### config.mk
export PLATFORM = sky130hd
export DESIGN_NAME = pipe_stage_reg
export DESIGN_NICKNAME = d
export VERILOG_FILES = /design/src/rtl/pipe_stage_reg.sv
export SDC_FILE = /design/constraint.sdc
export NUM_CORES = 1
export LEC_CHECK = 0
export BUFFER_PORTS_ARGS = -buffer_cell sky130_fd_sc_hd__clkbuf_2
export CORE_MARGIN = 5
export CORE_UTILIZATION = 55
export CTS_CLUSTER_SIZE = 16
export DETAILED_ROUTE_END_ITERATION = 12
export PLACE_DENSITY = 0.77
export SLEW_MARGIN = 20
export SYNTH_ARGS = -nofsm -noshare
export SYNTH_HDL_FRONTEND = slang
export SYNTH_SLANG_ARGS = --single-unit
export TNS_END_PERCENT = 30
### constraint.sdc
create_clock -name clk -period 2.44 [get_ports clk]
set_input_delay 0.366 -clock clk [delete_from_list [all_inputs] [get_ports clk]]
set_output_delay 0.366 -clock clk [all_outputs]
set_load 0.02 [all_outputs]
### src/rtl/pipe_stage_reg.sv
// pipe_stage_reg: a pipeline stage register with a valid/ready handshake.
// Two entries (main + skid) keep in_ready registered while still sustaining
// one word per cycle. The stage also supports a synchronous flush and counts
// stalled cycles in a saturating counter.
module pipe_stage_reg #(
  parameter int               WIDTH     = 32,
  parameter int               FIELDS    = 2,
  parameter logic [WIDTH-1:0] RST_VAL   = '0,
  parameter int               CNT_WIDTH = 16
) (
  input  logic                      clk,
  input  logic                      rst,
  input  logic                      in_valid,
  output logic                      in_ready,
  input  logic [WIDTH*FIELDS-1:0]   in_data,
  output logic                      out_valid,
  input  logic                      out_ready,
  output logic [WIDTH*FIELDS-1:0]   out_data,
  input  logic                      flush,
  output logic [CNT_WIDTH-1:0]      stall_cnt
);

  localparam int                   D        = WIDTH * FIELDS;
  localparam logic [D-1:0]         RST_WORD = {FIELDS{RST_VAL}};
  localparam logic [CNT_WIDTH-1:0] CNT_MAX  = '1;

  typedef enum logic [1:0] {
    EMPTY = 2'd0,
    FULL  = 2'd1,
    SKID  = 2'd2
  } state_t;

  state_t       state;
  logic [D-1:0] main_q;
  logic [D-1:0] skid_q;
  logic         in_xfer;
  logic         out_xfer;

  assign in_xfer  = in_valid & in_ready;
  assign out_xfer = out_valid & out_ready;
  assign out_data = main_q;

  // Handshake FSM: moves words through main/skid and registers in_ready/out_valid.
  // NOTE: every register here uses non-blocking assignment, so all of the
  // branches read the pre-edge values of state, main_q and skid_q.
  // NOTE: main_q and skid_q are reset (they are only two words, not a memory).
  // The reset value is visible on out_data, so it must be defined.
  always_ff @(posedge clk or negedge rst) begin
    if (!rst) begin
      state     <= EMPTY;
      main_q    <= RST_WORD;
      skid_q    <= RST_WORD;
      in_ready  <= 1'b1;
      out_valid <= 1'b0;
    end else if (flush) begin
      // Flush overrides everything else. Any word offered in this cycle is dropped.
      state     <= EMPTY;
      main_q    <= RST_WORD;
      skid_q    <= RST_WORD;
      in_ready  <= 1'b1;
      out_valid <= 1'b0;
    end else begin
      case (state)
        EMPTY: begin
          if (in_xfer) begin
            main_q    <= in_data;
            state     <= FULL;
            out_valid <= 1'b1;
          end
        end
        FULL: begin
          if (in_xfer && out_xfer) begin
            main_q <= in_data;
          end else if (in_xfer) begin
            // Downstream is stalled. Park the new word in skid and close the input.
            skid_q   <= in_data;
            state    <= SKID;
            in_ready <= 1'b0;
          end else if (out_xfer) begin
            state     <= EMPTY;
            out_valid <= 1'b0;
          end
        end
        SKID: begin
          if (out_xfer) begin
            main_q   <= skid_q;
            state    <= FULL;
            in_ready <= 1'b1;
          end
        end
        default: begin
          state     <= EMPTY;
          in_ready  <= 1'b1;
          out_valid <= 1'b0;
        end
      endcase
    end
  end

  // Stall counter: counts cycles where a valid word is blocked. It saturates,
  // and only reset clears it (flush does not).
  always_ff @(posedge clk or negedge rst) begin
    if (!rst) begin
      stall_cnt <= '0;
    end else if (out_valid && !out_ready && (stall_cnt != CNT_MAX)) begin
      stall_cnt <= stall_cnt + 1'b1;
    end
  end

endmodule
# Yosys cells after proc, flatten, opt, wreduce, memory -nomap -nowiden
# Index checks and enable logic that the tools add are counted.
[word_totals] ff_bits=148 latch_bits=0 ram_bits=0 romBits=0 inputBits=69 out_inout_bits=82 elab_cells=62 n_memories=0
[classes] n_addsub=1 mul=0 n_div=0 order_cmp=0 eq_ne=14 n_shift=0 muxes=26 bitwise=2 reduce_logical=13
[op_table] cell="two-way mux 64 bit" n=7
[op_table] cell="case mux 64 bit (3 select lines)" n=1
[op_table] cell="inequality test 3 bit, second input constant" n=7
[op_table] cell="adder 16 x 1 -> 16 bit, second input constant" n=1
[op_table] cell="inequality test 16 bit, second input constant" n=1
[op_table] cell="two-way mux 2 bit" n=6
[op_table] cell="AND reduction 4 bit" n=3
[op_table] cell="two-way mux 1 bit" n=9
[op_table] cell="inequality test 2 bit, second input constant" n=3
[op_table] cell="case mux 1 bit (3 select lines)" n=2
[op_table] cell="case mux 2 bit (3 select lines)" n=1
[op_table] cell="AND reduction 5 bit" n=1
[op_table] cell="inequality test 4 bit, second input constant" n=1
[op_table] cell="nonzero test 2 bit" n=2
[op_table] cell="nonzero test 4 bit" n=1
[op_table] cell="logical AND 1 bit" n=3
[op_table] cell="AND reduction 3 bit" n=1
[op_table] cell="AND 1 bit" n=2
[op_table] cell="equality test 2 x 1 -> 1 bit, second input constant" n=1
[op_table] cell="equality test 2 bit, second input constant" n=1
[op_table] cell="zero test 2 bit" n=1
[op_table] cell="zero test 1 bit" n=1

# Depth between registers and ports, before layout
# Gate-level depths: netlist of the first run.
[logic_depth] depth_word=6 ltp_mapped=9

# Worst setup path before layout of the first run
# No wires, ideal clock.
[synth_timing] kind="reg-to-reg" from="register state[0]" to="register main_q[43] (netlist: out_data[43])" t_arrival_ns=1.877 required_time_ns=2.290 setup_slack_ns=0.413 path_stages_with_launch=9 path_cell_list="dfrtp_1 -> inv_1 -> ha_1 -> clkbuf_1 -> a21boi_1 -> a2111oi_1 -> buf_2 -> buf_2 -> a211oi_2"
[synth_between] elab_chain_cells=3
[synth_rtl] item="start, declared" line_no="33" source="state_t state;"
[synth_rtl] item="start signal, assigned" line_no="50" source="state <= EMPTY;"
[synth_rtl] item="start signal, assigned" line_no="57" source="state <= EMPTY;"
[synth_rtl] item="start signal, assigned" line_no="67" source="state <= FULL;"
[synth_rtl] item="equality test 2 x 1 -> 1 bit, or another cell as far along" line_no="63" source="case (state)"
[synth_rtl] item="inequality test 3 bit (no source line), or another cell as far along"
[synth_rtl] item="AND reduction 4 bit (no source line) / two-way mux 64 bit (equally long branches)"
[synth_rtl] item="end signal, assigned" line_no="66" source="main_q <= in_data;"
[synth_rtl] item="end signal, assigned" line_no="73" source="main_q <= in_data;"
[synth_rtl] item="end signal, assigned" line_no="86" source="main_q <= skid_q;"
[synth_rtl] item="end, declared" line_no="34" source="logic [D-1:0] main_q;"
# Parallel ways exist; a longest one is shown, timed or not.
# A chain may end at the register's enable or synchronous reset.

# Worst setup path in the final report of the first run
[layout_timing] from="register state[0]" to="register main_q[5] (netlist: out_data[5])"
# Same word-level chain as after synthesis.

==> results of run 1 <==
[through the flow]
stage	hold slack (ns)	utilization, %	area [sq um]	setup WS, ns
6_report	0.174	67.7	8540	0.167
5_1_grt	0.170	67.7	8540	0.0354
4_1_cts	0.157	67.7	8540	0.187
3_5_place_dp	0.394	63.1	7960	0.198
3_3_place_gp	0.387	63.1	7960	0.345
2_1_floorplan	0.0704	-	7050	0.413
[state kept, by name, summed over array words and instances (netlist names)]
name	flops
in_ready	1
out_data	64
skid_q	64
state	2
stall_cnt	16
out_valid	1
[final cells by class]
class / instances / area [sq um]
clock buffer: 28 / 497
tap: 172 / 215
fill: 1001 / 4080
multi-input combinational: 474 / 3090
sequential: 148 / 3700
clock inverter: 4 / 70.1
inverter: 5 / 18.8
timing repair buffer: 166 / 945
[metal layers]
| metal | share of wire, % | up-vias | track usage, % | wire [um] |
|---|---|---|---|---|
| li1 | - | 2625 | - | - |
| met1 | 43 | 2699 | 28.7 | 7070 |
| met2 | 49 | 135 | 36.1 | 8040 |
| met3 | 6.0 | 23 | 6.68 | 980 |
| met4 | 1.7 | 2 | 8.44 | 282 |
| met5 | 0.11 | - | 0 | 18 |
[cell families after synthesis]
group / count (synthesis) / share of synthesized area (%)
AO/OA/AOI/OAI: 153 / 17.9
XOR/XNOR: 11 / 1.37
adder cells (fa/ha/maj): 6 / 1.06
buffers and inverters: 57 / 3.94
flip-flops: 148 / 52.5
multiplexers: 66 / 9.40
AND/OR/NAND/NOR: 238 / 13.8
[path summary, 6_finish.rpt]
kind | from | to | depth (start not counted)
max | state[0] | out_data[5] | 8
min | in_data[23] | skid_q[23] | 3
max reg2reg | state[0] | out_data[5] | 8
min reg2reg | skid_q[37] | skid_q[37] | 2
max in group asynchronous | rst | out_data[37] | 3
min in group asynchronous | rst | stall_cnt[12] | 2
[worst max-delay path: stages (launching register included)]
cell and delay (ns):
dfrtp_1 0.42, inv_1 0.15, ha_1 0.25, nor2_1 0.08
a2111oi_2 0.42, buf_4 0.22, buf_12 0.27, nor2_1 0.09
a211oi_1 0.22
[what timing repair did]
| action | CTS | global route |
|---|---|---|
| hold endpoints to repair | 59 | 0 |
| endpoints found under the setup margin | 0 | 0 |
| hold buffers | 1 | 0 |
[power by group through the flow]
stage	clock network, uW	logic (uW)	registers, uW
floorplan	0	2960	4290
global placement	0	4660	3670
detailed placement	0	4860	3690
CTS	2560	4870	3660
global route	2670	5280	3740
finish	2520	4820	3660
[cell usage in the layout (no fill, tap or decap), types with 2 or more instances in the layout]
cell type,count
ha_1,5
xnor2_1,9
clkbuf_2,148
mux2i_1,64
a31oi_1,3
nand3_1,8
buf_12,5
a211o_1,2
clkinv_2,2
and4_1,2
or2_2,2
nor4_1,2
a31o_2,2
nand2_1,133
nor2_1,73
o21a_1,4
mux2_2,2
a211oi_2,56
nor3_1,5
clkbuf_1,8
clkbuf_16,17
buf_4,11
dfrtp_1,147
inv_1,5
xor2_1,2
o211ai_1,3
clkbuf_8,3
bufinv_16,2
nand4_1,6
a21oi_1,67
a211oi_1,9
==> reports/summary.txt, run 1 <==
count leader, synth - dfrtp_1
Slew Limit Headroom - 51.0%
Clock transition at path regs - 0.06 ns
DR WL/cell - 16.4 um
Die H - 123 um
CP Class - register to register
initial antenna violation count - 1
aggregate global-route resource usage - 22.4%
worst skew pair latency - 0.42 ns
sw frac - 41.0%
routed wire length - 16,400 um
Slew Viols, Final - 0
fin crit period - 2.27 ns
global-route wire length before repair - 26,600 um
synth unique cells - 42
share of layout cells above drive strength 1 - 30.9%
post-route clock skew - 0.00438 ns
Vias/cell - 5.50
Clk pwr share - 22.9%
Syn Nets - 754
combinational power share - 43.8%
RePlAce Congestion - 0.834
final std cells w/o fill - 997
gr ovfl total - 0
run status - complete, no violations
fin crit share - 93.2%
internal power - 6490 uW
f_max - 440 MHz
Post-synth top cells - dfrtp_1 (147), nand2_1 (133), nor2_1 (73)
FP Rows - 41
Sequential Power Share - 33.3%
cell area after synthesis - 0.00705 sq mm
Critical Path RT - 2.77 ns
Initial DRT Pass Iterations - 4
crit path max fanout - 62
share of Yosys cell area claimed by the top area cell type - 52.2%
hpwl dp - 10,700 um
RSZ-0062 raised after global routing - false
switching pwr - 4510 uW
total of max-cap violations - 0
Power per Cell Area - 1290 mW/mm^2
post-synthesis async set-or-reset flop share - 100%
Initial Utilization - 55.9%
Post-synth EDFFs - 0
Area growth syn-to-layout - 21.1%
sequential fraction of the synthesis area - 52.5%
vias in the first global route - 5,529
# nets final - 887
Post-CTS Resized - 0
Final Hold Fails - 0
leakage - 0.00374 uW
crit start category - register
Hold Path Class - primary input to register
R2R setup slack - 0.17 ns
DRT antenna net count - 0
width of the die - 123 um
diode count - 0
core outline area - 0.0126 sq mm
IO Count - 151
Initial DRC Count - 381
H-tree levels - 4
Max VDD drop - 0.714 mV
CTS tree - done
Post-Synthesis Cells - 679
Pwr Total - 11,000 uW
clk root buf - clkbuf_16
vias - 5,484
#FFs+latches synth - 148
Yosys warning count - 0
CTS buffer count - 17
crit path capture type - register
CTS Sinks - 148
DIE AREA - 0.0152 sq mm
syn_area_per_cell - 10.4 sq um
PortBufs - 150
clk buf depth - 2
Yosys top cell by area - dfrtp_1
DRC Markers - 0
postcts setup bufs - 0
final setup TNS - 0 ns
Tightest Pin Transition - 0.728 ns
WP data arrival - 2.60 ns
setup violators final - 0
top post-synthesis cells by area - dfrtp_1 (52%), a211oi_2 (9.9%), mux2i_1 (9.1%)
placed instance count - 964
ys flop type - dfrtp_1
largest net degree at the start of global routing - 68
Power figures use the tool's default switching activity.
==> run 2: changes to the inputs <==
- ABC_AREA: not set -> 1
- REMOVE_ABC_BUFFERS: not set -> 1
==> reports/summary.txt, run 2 <==
R2R setup slack - 0.48 ns (was 0.17 ns)
hpwl dp - 10,700 um (about the same)
H-tree levels - 4 (unchanged)
combinational power share - 35.0% (was 43.8%)
postcts setup bufs - 0 (unchanged)
leakage - 0.00428 uW (was 0.00374 uW)
WP data arrival - 2.32 ns (was 2.60 ns)
largest net degree at the start of global routing - 131 (was 68)
width of the die - 124 um (was 123 um)
diode count - 0 (unchanged)
fin util - 66.8% (was 67.7%)
global-route wire length before repair - 27,100 um (was 26,600 um)
Final Hold Fails - 0 (unchanged)
clk root buf - clkbuf_16 (unchanged)
Yosys top cell by area - dfrtp_1 (unchanged)
cell area after synthesis - 0.00711 sq mm (was 0.00705 sq mm)
Critical Path RT - 2.80 ns (was 2.77 ns)
RePlAce Congestion - 0.874 (was 0.834)
CTS buffer count - 17 (unchanged)
synth unique cells - 29 (was 42)
CP Cell Sequence - inv_1, ha_1, inv_4, nor2_4, nand2_2, nand2_2, inv_2, nand3_4, buf_4, nand2_1, nand2_1 (was inv_1, ha_1, nor2_1, a2111oi_2, buf_4, buf_12, nor2_1, a211oi_1)
total of max-cap violations - 0 (unchanged)
#FFs+latches synth - 148 (unchanged)
vias in the first global route - 5,642 (was 5,529)
area of the multi-input gates - 0.00279 sq mm (was 0.00309 sq mm)
Crit path largest cell delay - 0.43 ns (was 0.42 ns)
DR WL/cell - 13.9 um (was 16.4 um)
Die H - 124 um (was 123 um)
CP Class - register to register (unchanged)
Clk pwr share - 25.9% (was 22.9%)
initial antenna violation count - 0 (was 1)
DRT antenna net count - 0 (unchanged)
Worst Setup Slack, final - 0.479 ns (was 0.167 ns)
Pwr Total - 9200 uW (was 11,000 uW)
Yosys warning count - 0 (unchanged)
Slew Limit Headroom - 58.0% (was 51.0%)
Worst R2R Path Depth - 11 (was 8)
gr ovfl total - 0 (unchanged)
CP Buf/Inv Count - 4 (was 3)
IO Count - 151 (unchanged)
Area growth syn-to-layout - 18.6% (was 21.1%)
FP Rows - 41 (unchanged)
sw frac - 39.8% (was 41.0%)
commonest non-fill, non-tap cell in the layout - nand2_1 (was clkbuf_2)
# fillers - 1,085 (was 1,001)
most frequent cells in the layout - nand2_1 (256), clkbuf_2 (149), dfrtp_1 (147) (was clkbuf_2 (148), dfrtp_1 (147), nand2_1 (133))
post-synthesis async set-or-reset flop share - 100% (unchanged)
clk buf depth - 2 (unchanged)
core outline area - 0.0126 sq mm (unchanged)
aggregate global-route resource usage - 22.4% (about the same)
switching pwr - 3660 uW (was 4510 uW)
# nets final - 1,067 (was 887)
Hold Path Class - primary input to register (unchanged)
Vias/cell - 5.20 (was 5.50)
Clock transition at path regs - 0.06 ns (about the same)
top post-synthesis cells by area - dfrtp_1 (52%), nand2_1 (14%), o21ai_0 (7.7%) (was dfrtp_1 (52%), a211oi_2 (9.9%), mux2i_1 (9.1%))
vias - 6,100 (was 5,484)
Post-synth EDFFs - 0 (unchanged)
post-route clock skew - 0.00609 ns (was 0.00438 ns)
f_max - 510 MHz (was 440 MHz)
Post-synth top cells - nand2_1 (256), dfrtp_1 (147), o21ai_0 (110) (was dfrtp_1 (147), nand2_1 (133), nor2_1 (73))
DIE AREA - 0.0153 sq mm (was 0.0152 sq mm)
count leader, synth - nand2_1 (was dfrtp_1)
routed wire length - 16,300 um (was 16,400 um)
hold path startpoint - in_data[17] (was in_data[23])
syn_area_per_cell - 8.21 sq um (was 10.4 sq um)
worst skew pair latency - 0.42 ns (about the same)
CP startpoint - state[0] (unchanged)
fin crit period - 1.96 ns (was 2.27 ns)
Initial DRC Count - 427 (was 381)
delay-heaviest family, CP - buffers and inverters (unchanged)
RSZ-0062 raised after global routing - false (unchanged)
Seq. cell area - 0.00370 sq mm (unchanged)
PortBufs - 150 (unchanged)
crit path capture type - register (unchanged)
CTS Sinks - 148 (unchanged)
Power per Cell Area - 1090 mW/mm^2 (was 1290 mW/mm^2)
share of Yosys cell area claimed by the top area cell type - 51.8% (was 52.2%)
DRC Markers - 0 (unchanged)
fin crit share - 80.4% (was 93.2%)
share of layout cells above drive strength 1 - 21.3% (was 30.9%)
Post-Synthesis Cells - 865 (was 679)
crit start category - register (unchanged)
Initial Utilization - 56.3% (was 55.9%)
Initial DRT Pass Iterations - 5 (was 4)
worst slack, placed - 0.499 ns (was 0.198 ns)
internal power - 5540 uW (was 6490 uW)
sink of the worst hold path - skid_q[17] (was skid_q[23])
Sequential Power Share - 39.1% (was 33.3%)
run status - complete, no violations (unchanged)
Max VDD drop - 0.557 mV (was 0.714 mV)
r2r startpoint - state[0] (unchanged)
sequential fraction of the synthesis area - 52.1% (was 52.5%)
crit path max fanout - 44 (was 62)
CTS tree - done (unchanged)
Slew Viols, Final - 0 (unchanged)
Tightest Pin Transition - 0.629 ns (was 0.728 ns)
Hold Crit Depth - 3 (unchanged)
r2r endpoint - out_data[46] (was out_data[5])
setup violators final - 0 (unchanged)
ys flop type - dfrtp_1 (unchanged)
slowest CP cell - dfrtp_1 (unchanged)
-- run 2: kinds of logic after synthesis --
family / after synthesis / share of synthesized area [%]
AO/OA/AOI/OAI: 178 / 13.6
XOR/XNOR: 7 / 0.863
adder cells (fa/ha/maj): 6 / 1.06
buffers and inverters: 126 / 8.54
flip-flops: 148 / 52.1
AND/OR/NAND/NOR: 400 / 23.8
-- run 2: metrics by stage --
| stage | area, sq um | instances | setup TNS, ns | hold WS, ns |
|---|---|---|---|---|
| after floorplan | 6770 | 810 | -139.77 | 0.0704 |
| after global placement | 7880 | 1144 | 0 | 0.309 |
| after detailed placement | 7880 | 1144 | 0 | 0.311 |
| after CTS | 8420 | 1174 | 0 | 0.183 |
| after global routing | 8420 | 1174 | 0 | 0.199 |
| final | 8420 | 1174 | 0 | 0.198 |
-- run 2: area by class of cell --
| type | count | share of cell area [%] |
|---|---|---|
| inverters | 71 | 3.22 |
| multi-input cells | 591 | 33.2 |
| repair buffers | 163 | 10.8 |
| well taps | 172 | 2.55 |
| clock buffers | 20 | 5.30 |
| flip-flops and latches | 148 | 44.0 |
| clock inverters | 9 | 1.01 |
-- run 2: worst reg2reg max path: stages, from the launching register on --
cell and delay (ns):
dfrtp_1 0.43, inv_1 0.12, ha_1 0.24, inv_4 0.05
nor2_4 0.11, nand2_2 0.07, nand2_2 0.10, inv_2 0.06
nand3_4 0.06, buf_4 0.41, nand2_1 0.15, nand2_1 0.10
-- run 2: layer usage --
metal / vias up / GRT usage, % / routed length, um
li1: 3077 / - / -
met1: 2799 / 31.6 / 7490
met2: 200 / 33.1 / 7200
met3: 24 / 6.45 / 1350
met4: 0 / 7.96 / 298
met5: - / 0 / 0
-- run 2: how the worst max path moves through the flow --
stage,to,slack [ns],cells after the start
after floorplan,skid_q[23],-1.43,4
after global placement,out_data[35],0.58,8
after detailed placement,out_data[59],0.50,11
final,out_data[46],0.48,11
after global routing,out_data[49],0.31,11
after CTS,out_data[59],0.49,11
-- run 2: what timing repair did --
item                                   in CTS  in global routing
endpoints found under the hold margin      42                  0
hold buffers                                1                  0
gates resized for setup                     0                  0
-- run 2: power by group through the flow --
stage / clock network, uW / registers, uW / logic (uW)
5_1_grt: 2530 / 3690 / 3600
4_1_cts: 2420 / 3600 / 3270
6_report: 2380 / 3600 / 3220
3_5_place_dp: 0 / 3630 / 3250
2_1_floorplan: 0 / 4230 / 1380
3_3_place_gp: 0 / 3610 / 3190
==> run 3: changes to the inputs <==
- CORE_UTILIZATION: 55 -> 50
- PLACE_DENSITY: 0.77 -> 0.74
- clock period: 2.44 -> 1.7 ns (I/O delays scaled with it)
==> reports/summary.txt, run 3 (synthesis results as in run 2) <==
H-tree levels - 4 (unchanged)
diode count - 0 (unchanged)
# nets final - 1,105 (was 1,067)
PortBufs - 150 (unchanged)
share of layout cells above drive strength 1 - 27.1% (was 21.3%)
final std cells w/o fill - 1,223 (was 1,174)
clk root buf - clkbuf_16 (unchanged)
f_max - 596 MHz (was 510 MHz)
RSZ-0062 raised after global routing - true (was false)
RePlAce Congestion - 0.824 (was 0.874)
most frequent cells in the layout - nand2_1 (238), clkbuf_2 (149), dfrtp_1 (146) (was nand2_1 (256), clkbuf_2 (149), dfrtp_1 (147))
DRC Markers - 0 (unchanged)
Hold Worst Slack - 0.0900 ns (was 0.198 ns)
total of max-cap violations - 0 (unchanged)
grt met3 use - 6.64% (was 6.45%)
routed wire length - 18,600 um (was 16,300 um)
hpwl dp - 11,600 um (was 10,700 um)
CTS tree - done (unchanged)
Initial DRC Count - 501 (was 427)
Tightest Pin Transition - 0.429 ns (was 0.629 ns)
IO Count - 151 (unchanged)
crit path max fanout - 5 (was 44)
width of the die - 129 um (was 124 um)
core outline area - 0.0139 sq mm (was 0.0126 sq mm)
Final Hold Fails - 0 (unchanged)
fin crit share - 98.7% (was 80.4%)
crit start category - register (unchanged)
commonest non-fill, non-tap cell in the layout - nand2_1 (unchanged)
Seq. cell area - 0.00371 sq mm (was 0.00370 sq mm)
# fillers - 1,196 (was 1,085)
leakage - 0.00465 uW (was 0.00428 uW)
DIE AREA - 0.0167 sq mm (was 0.0153 sq mm)
Max VDD drop - 0.913 mV (was 0.557 mV)
Slew Viols, Final - 0 (unchanged)
vias - 6,413 (was 6,100)
Initial DRT Pass Iterations - 5 (unchanged)
clk buf depth - 2 (unchanged)
vias in the first global route - 5,857 (was 5,642)
crit path capture type - register (unchanged)
global-route wire length before repair - 28,700 um (was 27,100 um)
initial antenna violation count - 0 (unchanged)
fin crit period - 1.68 ns (was 1.96 ns)
Die H - 129 um (was 124 um)
gr ovfl total - 0 (unchanged)
DR WL/cell - 15.2 um (was 13.9 um)
Vias/cell - 5.24 (was 5.20)
met1 Resource Use GR - 29.1% (was 31.6%)
CTS buffer count - 17 (unchanged)
final setup TNS - 0 ns (unchanged)
global-route met2 utilization - 33.0% (was 33.1%)
Pwr Total - 15,400 uW (was 9200 uW)
FP Rows - 43 (was 41)
CP Class - register to register (unchanged)
Critical Path RT - 2.00 ns (was 2.80 ns)
Area growth syn-to-layout - 29.5% (was 18.6%)
placed instance count - 1,173 (was 1,144)
post-route clock skew - 0.00779 ns (was 0.00609 ns)
Worst Setup Slack, final - 0.0218 ns (was 0.479 ns)
DRT antenna net count - 0 (unchanged)
global routing's busiest layer - met2 (unchanged)
Initial Utilization - 51.0% (was 56.3%)
run status - complete, no violations (unchanged)
largest net degree at the start of global routing - 73 (was 131)
Power per Cell Area - 1680 mW/mm^2 (was 1090 mW/mm^2)
area of the multi-input gates - 0.00289 sq mm (was 0.00279 sq mm)
WP data arrival - 1.98 ns (was 2.32 ns)
Slew Limit Headroom - 71.4% (was 58.0%)
Hold Path Class - primary input to register (unchanged)
Clock transition at path regs - 0.06 ns (about the same)
aggregate global-route resource usage - 21.3% (was 22.4%)
setup violators final - 0 (unchanged)
CTS Sinks - 148 (unchanged)
worst skew pair latency - 0.42 ns (about the same)
worst slack, placed - 0.0454 ns (was 0.499 ns)
-- run 3: routing by layer --
layer / share of wire [%] / vias to the layer above
met5: 0 / -
met3: 8.4 / 21
met4: 1.3 / 0
li1: - / 3152
met1: 43 / 3025
met2: 47 / 215
-- run 3: path summary, 6_finish.rpt --
check / startpoint / end / slack (ns) / depth (start not counted)
worst max-delay path: state[1] / out_data[62] / 0.02 / 11
worst min-delay path: in_data[17] / skid_q[17] / 0.09 / 3
worst max register to register: state[1] / out_data[62] / 0.02 / 11
worst min register to register: out_data[44] / out_data[44] / 0.48 / 2
max in group asynchronous: rst / state[1] / 0.80 / 3
min in group asynchronous: rst / stall_cnt[5] / 0.33 / 2
-- run 3: layout make-up --
cell class	count	area share, %
clock buffer	24	5.45
clock inverter	8	1.32
inverter	71	2.98
multi-input combinational	591	31.4
sequential	148	40.3
tap	180	2.45
timing repair buffer	201	16.1
-- run 3: stage by stage --
stage          util (%)  instance area (sq um)
2_1_floorplan         -                   6770
3_3_place_gp       58.3                   8130
3_5_place_dp       58.3                   8130
4_1_cts            62.9                   8760
5_1_grt            66.0                   9200
6_report           66.0                   9200
-- run 3: critical path, stage by stage, from the launching register on --
cell and delay (ns):
dfrtp_2 0.46, ha_4 0.20, inv_4 0.06, nor2_4 0.04, nand2_2 0.07, nand2_2 0.06, inv_2 0.07, nand3_4 0.12
clkbuf_16 0.20, clkbuf_16 0.16, nand2_2 0.07, o21ai_2 0.05
-- run 3: report_power, final --
group          total (uW)  switching (uW)  internal, uW
clock network        3890            1390          2500
registers            5170             636          4540
logic                6370            3780          2580
-- run 3: what timing repair did --
action	in CTS	in global routing
endpoints found under the hold margin	35	0
gates resized for setup	0	43
buffers inserted	0	4
hold buffers	1	0
endpoints found under the setup margin	0	73
